==> config.mk <==
export PLATFORM = sky130hd
export DESIGN_NAME = mjolnir_arb
export DESIGN_NICKNAME = d
export VERILOG_FILES = /design/src/rtl/mjolnir_arb.sv
export SDC_FILE = /design/constraint.sdc
export NUM_CORES = 1
export LEC_CHECK = 0
export ABC_AREA = 0
export CAP_MARGIN = 40
export CORE_AREA = 2 2 305 307
export CTS_BUF_LIST = sky130_fd_sc_hd__clkbuf_4 sky130_fd_sc_hd__clkbuf_8
export DETAILED_ROUTE_END_ITERATION = 10
export DIE_AREA = 0 0 307 309
export HOLD_SLACK_MARGIN = 0.1
export PLACE_DENSITY = 0.31
export SLEW_MARGIN = 10
export SYNTH_ARGS = -nofsm -noshare
export SYNTH_HDL_FRONTEND = slang
export SYNTH_SLANG_ARGS = --single-unit
export TNS_END_PERCENT = 10
==> constraint.sdc <==
create_clock -name clk -period 4.9 [get_ports clk]
set_clock_uncertainty 0.1 [all_clocks]
set_input_delay 1.225 -clock clk [delete_from_list [all_inputs] [get_ports clk]]
set_output_delay 1.225 -clock clk [all_outputs]
set_load 0.1 [all_outputs]
==> src/rtl/mjolnir_arb.sv <==
`default_nettype none
// ============================================================================
// Module   : mjolnir_arb
// Purpose  : Round-robin arbiter and issue sequencer sharing one K-bit adder
//            between N requesters. Grants one requester per cycle, registers
//            its operands onto the adder inputs, tracks in-flight operations
//            with a tag pipeline matched to the adder latency, and routes each
//            sum/carry back to the requester that issued it.
// Ports    : clk        - rising-edge clock
//            rst_n      - asynchronous active-low reset
//            req_valid  - per-requester request valid            [N]
//            req_ready  - per-requester accept, one-hot or zero  [N]
//            req_a/b    - packed operands, requester i at [i*K +: K]
//            add_a/b    - registered operands to the adder       [K]
//            add_s      - adder sum                              [K]
//            add_cout   - adder carry-out
//            rsp_valid  - one-hot response strobe                [N]
//            rsp_s      - sum for the strobed requester          [K]
//            rsp_cout   - carry for the strobed requester
//            busy       - any operation in flight
// Revision : 1.0 - initial release
// ============================================================================
module mjolnir_arb #(
  parameter int K   = 64,
  parameter int N   = 4,
  parameter int LAT = 1
) (
  input  logic           clk,
  input  logic           rst_n,
  input  logic [N-1:0]   req_valid,
  output logic [N-1:0]   req_ready,
  input  logic [N*K-1:0] req_a,
  input  logic [N*K-1:0] req_b,
  output logic [K-1:0]   add_a,
  output logic [K-1:0]   add_b,
  input  logic [K-1:0]   add_s,
  input  logic           add_cout,
  output logic [N-1:0]   rsp_valid,
  output logic [K-1:0]   rsp_s,
  output logic           rsp_cout,
  output logic           busy
);

  localparam int PW = (N > 1) ? $clog2(N) : 1;

  logic [PW-1:0] r_ptr;
  logic [K-1:0]  r_add_a;
  logic [K-1:0]  r_add_b;
  logic [LAT:0]  r_tv;             // tag valid per stage, stage LAT is the tail
  logic [PW-1:0] r_ti [LAT+1];     // tag requester index per stage

  logic          w_found;
  logic [PW-1:0] w_gnt_idx;
  logic [PW:0]   w_cand;
  logic [PW-1:0] w_ptr_nxt;

  // Scan N candidates starting at the pointer; the candidate index is reduced
  // modulo N with a single conditional subtract since ptr < N and offset < N.
  always_comb begin
    w_found   = 1'b0;
    w_gnt_idx = '0;
    w_cand    = '0;
    for (int off = 0; off < N; off++) begin
      w_cand = {1'b0, r_ptr} + (PW+1)'(off);
      if (w_cand >= (PW+1)'(N)) begin
        w_cand = w_cand - (PW+1)'(N);
      end
      if (!w_found && req_valid[w_cand[PW-1:0]]) begin
        w_found   = 1'b1;
        w_gnt_idx = w_cand[PW-1:0];
      end
    end
  end

  // A grant is only ever given to a valid requester, so w_found is the transfer.
  assign req_ready = w_found ? (N'(1) << w_gnt_idx) : '0;
  assign w_ptr_nxt = (w_gnt_idx == PW'(N - 1)) ? '0 : w_gnt_idx + 1'b1;

  always_ff @(posedge clk or negedge rst_n) begin
    if (!rst_n) begin
      r_ptr   <= '0;
      r_add_a <= '0;
      r_add_b <= '0;
    end else if (w_found) begin
      r_ptr   <= w_ptr_nxt;
      r_add_a <= req_a[w_gnt_idx*K +: K];
      r_add_b <= req_b[w_gnt_idx*K +: K];
    end
  end

  // Tag pipeline: no stall, every stage advances each cycle so the tail lines
  // up exactly with the adder result for the operands issued LAT+1 cycles ago.
  always_ff @(posedge clk or negedge rst_n) begin
    if (!rst_n) begin
      r_tv <= '0;
      for (int s = 0; s <= LAT; s++) begin
        r_ti[s] <= '0;
      end
    end else begin
      r_tv[0] <= w_found;
      r_ti[0] <= w_gnt_idx;
      for (int s = 1; s <= LAT; s++) begin
        r_tv[s] <= r_tv[s-1];
        r_ti[s] <= r_ti[s-1];
      end
    end
  end

  assign add_a     = r_add_a;
  assign add_b     = r_add_b;
  assign rsp_valid = r_tv[LAT] ? (N'(1) << r_ti[LAT]) : '0;
  assign rsp_s     = add_s;
  assign rsp_cout  = add_cout;
  assign busy      = |r_tv;

endmodule
`default_nettype wire

### After elaboration in Yosys (flattened, before gate mapping)

Cells that the tools add are included.

* register bits after elaboration: 136
* word-level logic and storage cells: 57

* add/subtract/negate cells: 8
* $lt $le $gt $ge: 8
* eq/ne operators: 1
* shift-type cells: 4
* mux-type cells: 23
* reductions and logical operators: 7

Operators with widths (number)
* 256-bit by 9-bit variable part select with 64-bit output: 2
* 2-bit two-way mux: 9
* 2-bit by 3-bit less-than comparator with 1-bit output, second input constant: 4
* 3-bit greater-or-equal comparator, second input constant: 3
* 1-bit binary-select mux with 2-bit select: 4
* 1-bit two-way mux: 8
* 4-bit two-way mux: 2
* 1-bit by 2-bit left shift with 4-bit output, first input constant: 2
* 2-bit by 1-bit subtractor with 2-bit output, second input constant: 4
* 2-bit by 2-bit adder with 3-bit output, second input constant: 2
* 2-bit by 1-bit adder with 3-bit output, second input constant: 1
* 2-bit by 3-bit greater-or-equal comparator with 1-bit output, second input constant: 1
* 1-bit logical AND: 3
* 1-bit logical NOT: 3
* 2-bit by 1-bit adder with 2-bit output, second input constant: 1
* 2-bit equality test, second input constant: 1
* 2-bit OR reduction: 1

### Depth between registers and ports, before layout

* depth in word-level cells: 16
* mapped depth: 8
* depth with buffers taken out: 4

### Worst setup path after synthesis

OpenSTA, ideal clock, no wires.

* kind: input port to output port
* from: input port req_valid[2]
* to: output port req_ready[0]
* data arrival time: 3.450 ns
* data required time: 3.575 ns
* slack: 0.125 ns
* cell stages on the path: 8
* path buffers: 4
* cell sequence: buf_6 -> nor2b_1 -> nor3_2 -> buf_2 -> buf_4 -> buf_4 -> nor2_1 -> nor2_1

* cells in the longest elaborated chain, start to end: 14
* elaborated cells between the ends (all ways): 24

Ends and longest elaborated chain
* start: declaration: RTL line 30 `input logic [N-1:0] req_valid,`
* 1-bit binary-select mux with 2-bit select: RTL line 68 `if (!w_found && req_valid[w_cand[PW-1:0]]) begin`
* 1-bit two-way mux (implied by the code): RTL line 68
* 1-bit two-way mux: RTL line 68
* 1-bit logical NOT: RTL line 68
* 1-bit logical AND: RTL line 68
* 1-bit two-way mux: RTL line 68
* 1-bit logical NOT: RTL line 68
* 1-bit logical AND: RTL line 68
* 1-bit two-way mux: RTL line 68
* 1-bit logical NOT: RTL line 68
* 1-bit logical AND: RTL line 68
* 2-bit two-way mux: RTL line 68
* 1-bit by 2-bit left shift with 4-bit output: RTL line 76 `assign req_ready = w_found ? (N'(1) << w_gnt_idx) : '0;`
* 4-bit two-way mux (*): RTL line 76
* end: declaration: RTL line 31 `output logic [N-1:0] req_ready,`

Every way passes the cells marked *; elsewhere a longest branch is shown, timed or not. The select of a mux whose other input is x is not followed.

### Final worst setup path

* from: input port req_valid[1]
* to: output port req_ready[2]

The elaborated chain is that of the path after synthesis.

==> impl_metrics.csv <==
group,metric,value,unit
timing,period_share,0.877,
drt,viasPerCell,4.18,
drt,first_iter_violations,855,
synthesis,synth_cell_types,33,
clock_tree,clk-insertion-delay-late,0.53,ns
timing,final-hold-violation-count,0,
synthesis,syn_inst,1153,
timing,setup-tns-final,0,ns
synthesis,syn_avg_cell_area,8.21,um^2
power,seqPwrFrac,0.151,
placed_design,dp_hpwl,47.8,mm
drt,remaining_drc_errors,0,
status,run_status,"complete, no violations",
synthesis,synth_top_cell_area_share,0.360,
drt,met2_length,36.0,mm
power,power_density,599,nW/um^2
floorplanning,core_area,91400,um^2
finish,drive_gt1_frac,0.114,
timing,rsz0062_at_grt,"no",
worst_hold_path,hp-class,"flip-flop to flip-flop",
synthesis,yosys-top-cells-area,"dfrtp_1 (36%), a221oi_1 (12%), and2_1 (8.5%)",
clock_tree,clockBufferDepth,2,
clock_tree,cts_hold_buf,0,
global_route,grt_util_all_layers,0.144,
synthesis,yosysMostFrequentCell,"dfrtp_1",
job,cap_viol_max_count,0,
placed_design,place_inst,2938,
timing,clock.fmax,233,MHz
global_route,grt_pass1_wl,99.0,mm
finish,stdcell_count,2975,
clock_tree,postCtsSetupBuffers,0,
power,combPwrFrac,0.761,
finish,syn_to_final_growth,116,%
floorplanning,die_w,307,um
power,peakVddDrop,411,uV
drt,wirelength,71.0,mm
clock_tree,cts_resized,0,
synthesis,async_flop_share,1.00,
setup_path,arrival,2.97,ns
setup_path,startpoint_type,"input port",
drt,vias,12400,
setup_path,required,3.58,ns
synthesis,synth-edff-count,0,
drt,drtPass1Iterations,5,
global_route,grt_overflow,0,
drt,routedWlPerCell,23.9,um
synthesis,synth_ff_type,"dfrtp_1",
power,cellLeakagePower,7.45,nW
drt,m1WireLength,28.0,mm
drt,met3_length,3.93,mm
global_route,antenna_found_initial,9,
power,switching_share,0.526,
synthesis,yosys-top-cells-count,"dfrtp_1 (136), nor2_1 (132), and2_1 (129)",
synthesis,syn_area,9460,um^2
timing,relSlewSlack,0.328,
setup_path,crit_path_end_kind,"output pin",
synthesis,synth_top_area_cell,"dfrtp_1",
clock_tree,root_buffer,"clkbuf_8",
synthesis,yosys_warnings,0,
clock_tree,clock_sinks,136,
clock_tree,htreeDepth,4,
floorplanning,die_y,309,um
setup_path,path_class,"input port to output pin",
floorplanning,num_rows,111,
synthesis,synth_nets,1736,
synthesis,seq_area_frac_synth,0.360,
timing,max_slew.worst_pin.slew,1.01,ns
placed_design,io_buffers,654,
drt,topRoutingLayerUsed,"met5",
clock_tree,clk_pin_slew_worst_paths,0.09,ns
timing,setup_viol,0,
timing,finalCriticalPeriod,4.30,ns
finish,finalNetCount,2354,
clock_tree,cts_buffers,17,
floorplanning,start_util,0.104,
drt,ant_nets,0,
setup_path,path_max_fanout,9,
power,switchingPower,6.44,mW
synthesis,synth-seq-cells,136,
floorplanning,ios,785,
timing,maxSlewViolCount,0,
global_route,grt_pass1_vias,13200,
clock_tree,cts_tree,"built",
placed_design,gp_congestion,0.808,
power,p_int,5.81,mW
power,p_clk_frac,0.088,
floorplanning,dieArea,94900,um^2
global_route,grt_max_degree,130,
-- path summary, 6_finish.rpt --
check,startpoint,slack [ns],depth (start not counted),endpoint
worst max-delay path,req_valid[1],0.60,5,req_ready[2]
worst min-delay path,r_ti[2],0.26,0,r_ti[0]
worst max register to register,r_ptr[0],2.11,6,add_b[3]
worst min register to register,r_ti[2],0.26,0,r_ti[0]
max in group asynchronous,rst_n,3.28,2,add_a[26]
min in group asynchronous,rst_n,0.43,1,add_b[26]
-- metal layers --
| metal | up-vias | GRT usage |
|---|---|---|
| met5 | - | 0 |
| met4 | 4 | 0.0737 |
| met3 | 126 | 0.0301 |
| met2 | 562 | 0.249 |
| met1 | 6157 | 0.167 |
| li1 | 5585 | - |
-- logic make-up (layout without fill, tap and decap cells) --
logic type	after synthesis	in the layout	synth area share
flip-flops	136	136	0.360
AO/OA/AOI/OAI	397	397	0.283
buffers and inverters	211	840	0.120
other	0	7	0
AND/OR/NAND/NOR	409	409	0.238
-- final cells by class --
cell class	count	area, um^2
Sequential cell	136	3400
Clock inverter	11	125
Fill cell	9886	70900
Inverter	1	8.76
Tap cell	1186	1480
Timing Repair Buffer	809	10200
Antenna cell	7	17.5
Multi-Input combinational cell	806	4970
Clock buffer	19	255
-- flip-flops by register name (all words and copies together) (netlist names) --
register	count
add_a	64
r_ti	4
r_tv	2
r_ptr	2
add_b	64
-- cell usage in the layout, fill, tap and decap left out, types with 2 or more instances in the layout --
cell type and instances:
dfrtp_1 136, nand2_1 4, inv_6 3, a31oi_1 128, nand4_1 128, o21ai_1 12, o21ai_0 118, a221oi_1 128
a21oi_1 3, nand2b_1 4, clkinvlp_4 2, clkinv_2 3, nor2_1 132, diode_2 7, and3_1 2, buf_16 109
clkbuf_8 18, buf_12 12, and2_1 129, nor2b_1 2, bufinv_16 2, clkinv_4 2, buf_8 24, clkdlybuf4s50_1 646
buf_4 17
-- stage by stage --
step / setup WS [ns] / power (mW) / area [um^2] / hold WS, ns / utilization
floorplan: 0.125 / 6.66 / 9460 / 0.231 / -
global placement: 0.601 / 8.74 / 16700 / 0.234 / 0.183
detailed placement: 0.587 / 11.3 / 20100 / 0.236 / 0.220
CTS: 0.583 / 12.4 / 20500 / 0.260 / 0.224
global route: 0.541 / 12.7 / 20500 / 0.271 / 0.224
finish: 0.601 / 12.3 / 20500 / 0.262 / 0.224
-- worst max-delay path, cell delays in order --
cell and delay (ns):
clkdlybuf4s50_1 0.70, or3_4 0.51, o311ai_4 0.09, and2_1 0.25
buf_12 0.19
-- power by group through the flow --
stage                     clock [mW]  sequential [mW]  combinational, mW
after floorplan                    0             4.94               1.72
after global placement             0             1.87               6.87
after detailed placement           0             1.87               9.39
after CTS                       1.17             1.86               9.41
after global routing            1.20             1.91               9.63
final                           1.08             1.85               9.32
No activity file was read; power rests on OpenSTA's default activity.
